File: src/rtl/apb_arbiter.sv
// apb_arbiter
//   Round-robin arbiter that multiplexes NREQ upstream requesters onto the
//   single write/read master ports of an apb_converter. One transfer is in
//   flight at a time. A transfer goes IDLE -> XFER -> ACK -> HOLD -> IDLE, so
//   back-to-back transfers are at least four cycles apart. A transfer that
//   gets no downstream ack within TMO cycles is completed with up_err set.
//
// Ports
//   pclk, preset          : clock and synchronous active-high reset
//   up_wr_req/addr/data   : per-requester write request (level, held to ack)
//   up_rd_req/addr        : per-requester read request (level, held to ack)
//   up_wr_ack, up_rd_ack  : one-cycle completion pulse to the granted requester
//   up_rd_data            : shared read data, valid with an up_rd_ack bit
//   up_err                : timeout flag, valid with the ack pulse
//   grant                 : one-hot current owner, zero when not transferring
//   write_req/addr/data   : converter write master request
//   write_ack             : converter write completion
//   read_req/addr         : converter read master request
//   read_data, read_ack   : converter read completion and data
module apb_arbiter #(
  parameter int NREQ = 4,
  parameter int AW   = 8,
  parameter int DW   = 8,
  parameter int TMO  = 16
) (
  input  logic               pclk,
  input  logic               preset,
  input  logic [NREQ-1:0]    up_wr_req,
  input  logic [NREQ*AW-1:0] up_wr_addr,
  input  logic [NREQ*DW-1:0] up_wr_data,
  input  logic [NREQ-1:0]    up_rd_req,
  input  logic [NREQ*AW-1:0] up_rd_addr,
  output logic [NREQ-1:0]    up_wr_ack,
  output logic [NREQ-1:0]    up_rd_ack,
  output logic [DW-1:0]      up_rd_data,
  output logic               up_err,
  output logic [NREQ-1:0]    grant,
  output logic               write_req,
  output logic [AW-1:0]      write_addr,
  output logic [DW-1:0]      write_data,
  input  logic               write_ack,
  output logic               read_req,
  output logic [AW-1:0]      read_addr,
  input  logic [DW-1:0]      read_data,
  input  logic               read_ack
);

  localparam int         PW       = (NREQ > 1) ? $clog2(NREQ) : 1;
  localparam logic [7:0] TMO_LAST = 8'(TMO - 1);

  typedef enum logic [1:0] {IDLE, XFER, ACK, HOLD} state_t;

  state_t          state_q, state_d;
  logic [PW-1:0]   ptr_q, ptr_d;
  logic [7:0]      timer_q, timer_d;
  logic [NREQ-1:0] grant_q, grant_d;
  logic            op_wr_q, op_wr_d;
  logic [AW-1:0]   addr_q, addr_d;
  logic [DW-1:0]   data_q, data_d;
  logic [DW-1:0]   rd_data_q, rd_data_d;
  logic            err_q, err_d;

  logic [NREQ-1:0] any_req;
  logic            hi_found, lo_found;
  logic [PW-1:0]   hi_idx, lo_idx;
  logic            win_found;
  logic [PW-1:0]   win_idx;
  logic [NREQ-1:0] win_onehot;
  logic            win_wr;
  logic [AW-1:0]   win_addr;
  logic [DW-1:0]   win_data;

  assign any_req = up_wr_req | up_rd_req;

  // Round-robin pick: the lowest requesting index at or above ptr wins; if
  // there is none, the search wraps and the lowest requesting index wins.
  // Scanning downward lets the last hit in each pass be the lowest index.
  always_comb begin
    hi_found = 1'b0;
    hi_idx   = '0;
    lo_found = 1'b0;
    lo_idx   = '0;
    for (int i = NREQ - 1; i >= 0; i--) begin
      if (any_req[i]) begin
        lo_found = 1'b1;
        lo_idx   = PW'(i);
        if (PW'(i) >= ptr_q) begin
          hi_found = 1'b1;
          hi_idx   = PW'(i);
        end
      end
    end
    win_found = lo_found;
    win_idx   = hi_found ? hi_idx : lo_idx;
  end

  // Winner's operation and operands; a pending write beats a pending read
  // from the same requester, the read stays pending for a later grant.
  always_comb begin
    win_onehot = '0;
    win_wr     = 1'b0;
    win_addr   = '0;
    win_data   = '0;
    for (int i = 0; i < NREQ; i++) begin
      if (win_idx == PW'(i)) begin
        win_onehot[i] = 1'b1;
        win_wr        = up_wr_req[i];
        win_addr      = up_wr_req[i] ? up_wr_addr[i*AW +: AW] : up_rd_addr[i*AW +: AW];
        win_data      = up_wr_req[i] ? up_wr_data[i*DW +: DW] : '0;
      end
    end
  end

  always_comb begin
    state_d   = state_q;
    ptr_d     = ptr_q;
    timer_d   = timer_q;
    grant_d   = grant_q;
    op_wr_d   = op_wr_q;
    addr_d    = addr_q;
    data_d    = data_q;
    rd_data_d = rd_data_q;
    err_d     = err_q;
    case (state_q)
      IDLE: begin
        if (win_found) begin
          state_d   = XFER;
          grant_d   = win_onehot;
          op_wr_d   = win_wr;
          addr_d    = win_addr;
          data_d    = win_data;
          ptr_d     = (win_idx == PW'(NREQ - 1)) ? '0 : win_idx + 1'b1;
          timer_d   = '0;
          err_d     = 1'b0;
          rd_data_d = '0;
        end
      end
      XFER: begin
        // Only the ack matching the issued operation ends the transfer;
        // a real ack on the last allowed cycle still beats the timeout.
        if (op_wr_q ? write_ack : read_ack) begin
          state_d   = ACK;
          rd_data_d = op_wr_q ? '0 : read_data;
          err_d     = 1'b0;
          timer_d   = '0;
        end else if (timer_q == TMO_LAST) begin
          state_d   = ACK;
          rd_data_d = '0;
          err_d     = 1'b1;
          timer_d   = '0;
        end else begin
          timer_d = timer_q + 8'd1;
        end
      end
      ACK: begin
        state_d = HOLD;
        grant_d = '0;
      end
      HOLD: begin
        state_d = IDLE;
      end
      default: begin
        state_d = IDLE;
      end
    endcase
  end

  // Reset clears the latched operands too, so every output reads zero after
  // a reset edge and an in-flight transfer is simply abandoned.
  always_ff @(posedge pclk) begin
    if (preset) begin
      state_q   <= IDLE;
      ptr_q     <= '0;
      timer_q   <= '0;
      grant_q   <= '0;
      op_wr_q   <= 1'b0;
      addr_q    <= '0;
      data_q    <= '0;
      rd_data_q <= '0;
      err_q     <= 1'b0;
    end else begin
      state_q   <= state_d;
      ptr_q     <= ptr_d;
      timer_q   <= timer_d;
      grant_q   <= grant_d;
      op_wr_q   <= op_wr_d;
      addr_q    <= addr_d;
      data_q    <= data_d;
      rd_data_q <= rd_data_d;
      err_q     <= err_d;
    end
  end

  // All outputs are decoded from registered state only, so upstream
  // changes during a transfer never reach the converter ports.
  assign write_req  = (state_q == XFER) && op_wr_q;
  assign read_req   = (state_q == XFER) && !op_wr_q;
  assign write_addr = op_wr_q ? addr_q : '0;
  assign write_data = op_wr_q ? data_q : '0;
  assign read_addr  = op_wr_q ? '0 : addr_q;
  assign grant      = grant_q;
  assign up_wr_ack  = ((state_q == ACK) && op_wr_q) ? grant_q : '0;
  assign up_rd_ack  = ((state_q == ACK) && !op_wr_q) ? grant_q : '0;
  assign up_err     = (state_q == ACK) && err_q;
  assign up_rd_data = ((state_q == ACK) && !op_wr_q) ? rd_data_q : '0;

endmodule

File: config.mk
export PLATFORM = sky130hd
export DESIGN_NAME = apb_arbiter
export DESIGN_NICKNAME = d
export VERILOG_FILES = /design/src/rtl/apb_arbiter.sv
export SDC_FILE = /design/constraint.sdc
export NUM_CORES = 1
export LEC_CHECK = 0
export CORE_MARGIN = 10
export CORE_UTILIZATION = 40
export CTS_CLUSTER_DIAMETER = 80
export DETAILED_ROUTE_END_ITERATION = 7
export PLACE_DENSITY = 0.92
export SYNTH_ARGS = -nofsm -noshare
export SYNTH_HDL_FRONTEND = slang
export SYNTH_SLANG_ARGS = --single-unit
File: constraint.sdc
create_clock -name pclk -period 3.37 [get_ports pclk]
set_input_delay 0.674 -clock pclk [delete_from_list [all_inputs] [get_ports pclk]]
set_output_delay 0.674 -clock pclk [all_outputs]
set_load 0.1 [all_outputs]
==> out/qor.csv, run 1 <==
stage,metric,value,unit
synth,dominant synthesized flop cell,dfxtp_1,
floorplan,Rows,31,
run,max cap viols,0,
critical_path,Crit path arrival time,3300,ps
synth,Synth top cells by count,"42 x dfxtp_1, 35 x nor2_1, 31 x and2_1, 26 x nand3_1, 25 x a211oi_1",
cts,clock-pin slew on the worst setup and hold paths,80,ps
power,Power Density,680.8,mW/mm2
floorplan,core area,0.007370,mm2
cts,post-CTS setup buffer count,0,
finish,ANT cells,0,
place,gpl congestion,0.8729,
finish,layout cells sized above 1,0.2116,
synth,post-synthesis sequential area ratio,0.2736,
place,pre-CTS WS,-234.1,ps
sta,Worst Skew,14.77,ps
finish,Area Overhead vs Synth,56.92,%
cts,Root Driver,clkbuf_8,
global_routing,largest net degree at the start of global routing,32,
floorplan,I/O pin cnt,163,
sta,fin worst setup slack,233.3,ps
routing,Residual DRC,0,
global_routing,vias in the first global route,3596,
synth,"EDFF count, synth",0,
place,dpl cell area,0.004733,mm2
cts,H-tree lvl count,2,
finish,Finished Cell Area,0.004822,mm2
synth,"Distinct cells, synth",44,
routing,"antenna viol nets, final",0,
critical_path,worst reg2reg path endpoint,addr_q[1],
synth,Avg Inst Size Synth,8.238,um2
floorplan,Initial Util,0.4170,
floorplan,die area,0.01159,mm2
finish,Post-layout nets,658,
outcome,status,"finished, final reports clean",
routing,Vias/cell,5.521,
critical_path,worst r2r src,ptr_q[1],
critical_path,critical path startpoint,up_rd_req[0],
sta,fin. max-slew vios,0,
sta,Hold WS,458.7,ps
global_routing,global-route wire length before repair,17330,um
synth,Synth async-reset ratio,0,
synth,Synth Warn #,0,
floorplan,die width,107.7,um
power,Max VDD drop,297.6,uV
cts,maximum clock path buffer count,2,
sta,worst slew pin tran,591.9,ps
critical_path,crit path max fanout,9,
critical_path,crit end category,register,
sta,Peak Freq,318.8,MHz
cts,Clock Latency Late Sink,300,ps
power,P_leak,1.911,nW
synth,Seq cells post-synth,42,
global_routing,initial antenna violation count,0,
critical_path,R2R Setup Slk,800,ps
sta,Total Neg Setup Slack,0,ps
sta,final hold vios,0,
synth,"top cells by area, synth","dfxtp_1 27%, and2_1 6.3%, a211oi_1 6.1%",
global_routing,Overflow after GRT,0,
critical_path,Crit Path Class,in2reg,
worst_hold_path,Hold Path Class,reg2reg,
sta,post-route clock period utilization,0.9308,
finish,Non-Filler Instances,633,
routing,iteration count of the initial detailed-routing pass,4,
sta,normalized max-slew margin,0.6046,
routing,via count,3495,
place,dpl cells,625,
synth,top-count cell post-synth,dfxtp_1,
finish,final core occ,0.6543,
routing,routed len/inst,17.58,um
power,Pwr Total,3.283,mW
place,Port Buffers,162,
cts,CTS sink cnt,42,
finish,area of the multi-input gates,0.002074,mm2
synth,"Net Count, Synth",498,
routing,Initial DRC Count,217,
cts,TritonCTS Buffers,5,
sta,fin crit period,3137,ps
routing,WL final,11130,um
cts,CTS tree,done,
synth,Gate Count Post-Synth,373,
critical_path,reg2reg path depth,10,
finish,register area,840.8,um2
synth,Synth top area share,0.2736,
critical_path,crit path launch type,input port,
finish,number of fill cells in the layout,609,
global_routing,total track usage,0.1812,
critical_path,Setup crit end,addr_q[1],
synth,synthesized area,0.003073,mm2
critical_path,CP required,3540,ps
synth,top cell type by total area after synthesis,dfxtp_1,
floorplan,chip height,107.7,um
sta,setup violators final,0,
place,Detailed Place HPWL,9200,um
[worst max-delay path: stages]
cell and delay, ps:
clkdlybuf4s50_1 480, o21ai_0 180, o21ai_0 110, a221oi_1 490, inv_1 130, ha_1 240
nor2b_2 220, a221oi_1 320, a211oi_1 110, a211oi_1 260, nor3_1 80
[per-layer routing]
metal,part of all wire,global-route usage,wire [um],vias up
met5,0,0,0,-
met2,0.46,0.3053,5145,188
met3,0.12,0.08443,1321,29
met4,0.027,0.06202,306,0
met1,0.39,0.1954,4355,1591
li1,-,-,-,1687
[cells by family after synthesis]
kind of cell    share of synthesized area
mux                                0.1238
compound gates                     0.2325
fa+ha+maj                         0.03665
flops                              0.2736
buf+inv                           0.05334
simple gates                       0.2801
[worst min-delay path by stage]
| stage | start | cells past startpoint | endpoint | slack [ps] |
|---|---|---|---|---|
| 6_report | rd_data_q[6] | 2 | rd_data_q[6] | 460 |
| 5_1_grt | rd_data_q[5] | 2 | rd_data_q[5] | 480 |
| 4_1_cts | rd_data_q[6] | 2 | rd_data_q[6] | 460 |
| 3_5_place_dp | rd_data_q[6] | 2 | rd_data_q[6] | 450 |
| 3_3_place_gp | rd_data_q[5] | 2 | rd_data_q[5] | 450 |
| 2_1_floorplan | rd_data_q[5] | 2 | rd_data_q[5] | 430 |
[sequential cells by signal (all words and copies together), names as in the netlist]
register / count
rd_data_q: 8
ptr_q: 2
state_q: 2
op_wr_q: 1
err_q: 1
timer_q: 8
grant: 4
data_q: 8
addr_q: 8
[what timing repair did]
action	CTS	global route
gates resized for setup	0	1
setup endpoints to repair	0	13
hold buffers	0	0
[layout make-up]
type / instances / share of cell area
sequential: 42 / 0.1744
clock buffer: 6 / 0.01505
tap: 99 / 0.02569
multi-input combinational: 296 / 0.4302
inverter: 4 / 0.003114
timing repair buffer: 184 / 0.3487
clock inverter: 2 / 0.002854
[report_power, final]
group	internal (mW)	switching (mW)	total, mW
clock network	0.146	0.177	0.324
logic	0.731	1.48	2.21
registers	0.633	0.113	0.746
total	1.51	1.77	3.28
[placed cells by master (no fill, tap or decap), types with 2 or more instances in the layout]
cell type / synthesis / final
nor2b_1: 12 / 11
and3_1: 6 / 6
and2_1: 31 / 31
inv_1: 4 / 4
a22oi_1: 5 / 5
a221oi_1: 18 / 18
nor4_4: 2 / 2
o21ai_2: 9 / 9
nand2_1: 17 / 17
ha_1: 9 / 9
clkdlybuf4s50_1: 0 / 115
o21ai_0: 6 / 6
a21oi_1: 20 / 20
buf_4: 2 / 68
nand3_1: 26 / 26
dfxtp_1: 42 / 42
nor3_1: 13 / 13
mux2_2: 16 / 16
clkbuf_8: 0 / 5
nor3b_1: 2 / 2
o31ai_1: 2 / 2
mux2_1: 8 / 8
o21ai_1: 6 / 6
mux2i_1: 11 / 11
nand3_2: 2 / 2
a211oi_1: 25 / 25
nor2_1: 35 / 35
Note: power is estimated with default switching activity, not from simulation.
==> inputs of run 2 (changes only) <==
--- a/config.mk
+++ b/config.mk
@@ -8,6 +8,7 @@
 export CORE_MARGIN = 10
 export CORE_UTILIZATION = 40
 export CTS_CLUSTER_DIAMETER = 80
+export CTS_CLUSTER_SIZE = 24
 export DETAILED_ROUTE_END_ITERATION = 7
 export PLACE_DENSITY = 0.92
 export SYNTH_ARGS = -nofsm -noshare
==> results of run 2 <==
Final layout, timing and power as in run 1 (identical DEF).
==> inputs of run 3 (changes only) <==
--- a/config.mk
+++ b/config.mk
@@ -10,7 +10,7 @@
 export CTS_CLUSTER_DIAMETER = 80
 export CTS_CLUSTER_SIZE = 24
 export DETAILED_ROUTE_END_ITERATION = 7
-export PLACE_DENSITY = 0.92
+export PLACE_DENSITY = 0.82
 export SYNTH_ARGS = -nofsm -noshare
 export SYNTH_HDL_FRONTEND = slang
 export SYNTH_SLANG_ARGS = --single-unit
==> out/qor.csv, run 3 (synthesized netlist as in run 1, its figures left out) <==
stage,metric,value,unit
sta,fin. max-slew vios,0,
sta,Total Neg Setup Slack,0,ps
sta,final hold vios,0,
sta,post-route clock period utilization,0.9285,
critical_path,Worst path max stage delay,500,ps
critical_path,Crit path arrival time,3300,ps
routing,WL final,11210,um
finish,layout cells sized above 1,0.2230,
routing,DR WL met3,1330,um
routing,Residual DRC,0,
critical_path,CP required,3540,ps
critical_path,CP max-delay cell,clkdlybuf4s50_1,
cts,Clock Latency Late Sink,290,ps
critical_path,crit end category,register,
place,pre-CTS WS,-395.1,ps
global_routing,total track usage,0.1876,
global_routing,initial antenna violation count,0,
cts,maximum clock path buffer count,2,
routing,Vias/cell,5.378,
floorplan,I/O pin cnt,163,
floorplan,die area,0.01159,mm2
cts,Root Driver,clkbuf_8,
cts,cts hold-fix bufs,0,
floorplan,chip height,107.7,um
outcome,status,"finished, final reports clean",
sta,setup violators final,0,
worst_hold_path,Hold Path Class,reg2reg,
power,P_leak,1.933,nW
finish,Post-layout nets,662,
finish,ANT cells,0,
run,max cap viols,0,
cts,H-tree lvl count,2,
critical_path,critical path's top delay family,compound AO/OA/AOI/OAI gates,
global_routing,largest net degree at the start of global routing,32,
finish,final core occ,0.6591,
place,gpl congestion,0.8428,
sta,fin worst setup slack,241.0,ps
global_routing,vias in the first global route,3637,
finish,most frequent cells in the layout,"115 x clkdlybuf4s50_1, 73 x buf_4, 42 x dfxtp_1",
finish,number of fill cells in the layout,617,
sta,normalized max-slew margin,0.5624,
critical_path,crit path max fanout,18,
floorplan,Initial Util,0.4170,
finish,Area Overhead vs Synth,58.06,%
cts,TritonCTS Buffers,5,
sta,Peak Freq,319.6,MHz
cts,CTS tree,done,
global_routing,Overflow after GRT,0,
sta,worst slew pin tran,653.5,ps
critical_path,crit path launch type,input port,
floorplan,die width,107.7,um
finish,"commonest non-fill, non-tap cell in the layout",clkdlybuf4s50_1,
routing,Initial DRC Count,181,
routing,top routing layer used,met4,
floorplan,core area,0.007370,mm2
place,Detailed Place HPWL,9386,um
place,Port Buffers,162,
power,Max VDD drop,299.2,uV
routing,routed len/inst,17.59,um
critical_path,Crit Path Class,in2reg,
global_routing,global-route wire length before repair,17880,um
sta,fin crit period,3129,ps
routing,"antenna viol nets, final",0,
critical_path,Bufs and invs on worst path,3,
routing,Routed met2 length,5387,um
cts,CTS sink cnt,42,
critical_path,worst path cell trace,clkdlybuf4s50_1 -> buf_4 -> o21ai_0 -> a221oi_2 -> inv_1 -> ha_1 -> nor2b_2 -> a221oi_1 -> a211oi_1 -> a211oi_1 -> nor3_1,
sta,Worst Skew,7.480,ps
sta,unrepaired setup endpoints after global routing,no,
routing,Metal-1 WL,4335,um
critical_path,crit-path most repeated cell,a211oi_1,
routing,via count,3426,
power,Power Density,675.4,mW/mm2
routing,iteration count of the initial detailed-routing pass,4,
floorplan,Rows,31,
cts,clock-pin slew on the worst setup and hold paths,80,ps
==> run 3: cell count changes in the layout (fill, tap and decap cells not counted) <==
cell,change
buf_4,+5
a221oi_1,-1
a221oi_2,+1
buf_12,-1
clkbuf_1,-1
clkbuf_8,+1
clkinv_4,-1
clkinvlp_4,+1
ha_1,-1
ha_2,+1
==> run 3: metal layers <==
layer / vias up / GRT usage
li1: 1693 / -
met1: 1561 / 0.2017
met2: 154 / 0.3200
met3: 18 / 0.09401
met4: 0 / 0.04676
met5: - / 0
==> run 3: path summary, 6_finish.rpt <==
check / start / to / slack, ps / cells past startpoint
worst max-delay path: up_wr_req[1] / addr_q[1] / 240 / 11
worst min-delay path: rd_data_q[5] / rd_data_q[5] / 450 / 2
worst max register to register: ptr_q[1] / addr_q[0] / 750 / 10
worst min register to register: rd_data_q[5] / rd_data_q[5] / 450 / 2
==> run 3: tightest hold or removal path: stages (launching register included) <==
cell and delay, ps:
dfxtp_1 320, nand3_2 60, o21ai_2 40
==> run 3: layout make-up <==
cell class	count	area (um2)	area share
clock buffer	6	82.58	0.01700
clock inverter	2	12.51	0.002576
inverter	4	15.01	0.003091
multi-input combinational	296	2083	0.4289
sequential	42	840.8	0.1731
tap	99	123.9	0.02550
timing repair buffer	188	1699	0.3498
==> run 3: repair_timing <==
| action | CTS | global route |
|---|---|---|
| setup endpoints to repair | 11 | 16 |
| setup buffers | 0 | 1 |
| pin swaps | 0 | 1 |
| gates resized for setup | 1 | 2 |
==> run 3: power breakdown <==
part | total (mW) | leakage [nW] | internal, mW | switching (mW)
Clock | 0.335 | 0.0472 | 0.165 | 0.170
Combinational | 2.21 | 1.54 | 0.732 | 1.48
Sequential | 0.731 | 0.344 | 0.633 | 0.0975
==> run 3: through the flow <==
step                      std cells  instance area [um2]  hold WS [ps]  power [mW]
after floorplan                 373                 3073         432.2       2.376
after global placement          628                 4743         438.7       2.880
after detailed placement        628                 4743         443.0       2.938
after CTS                       636                 4841         456.0       3.282
after global routing            637                 4857         469.1       3.494
final                           637                 4857         453.7       3.281
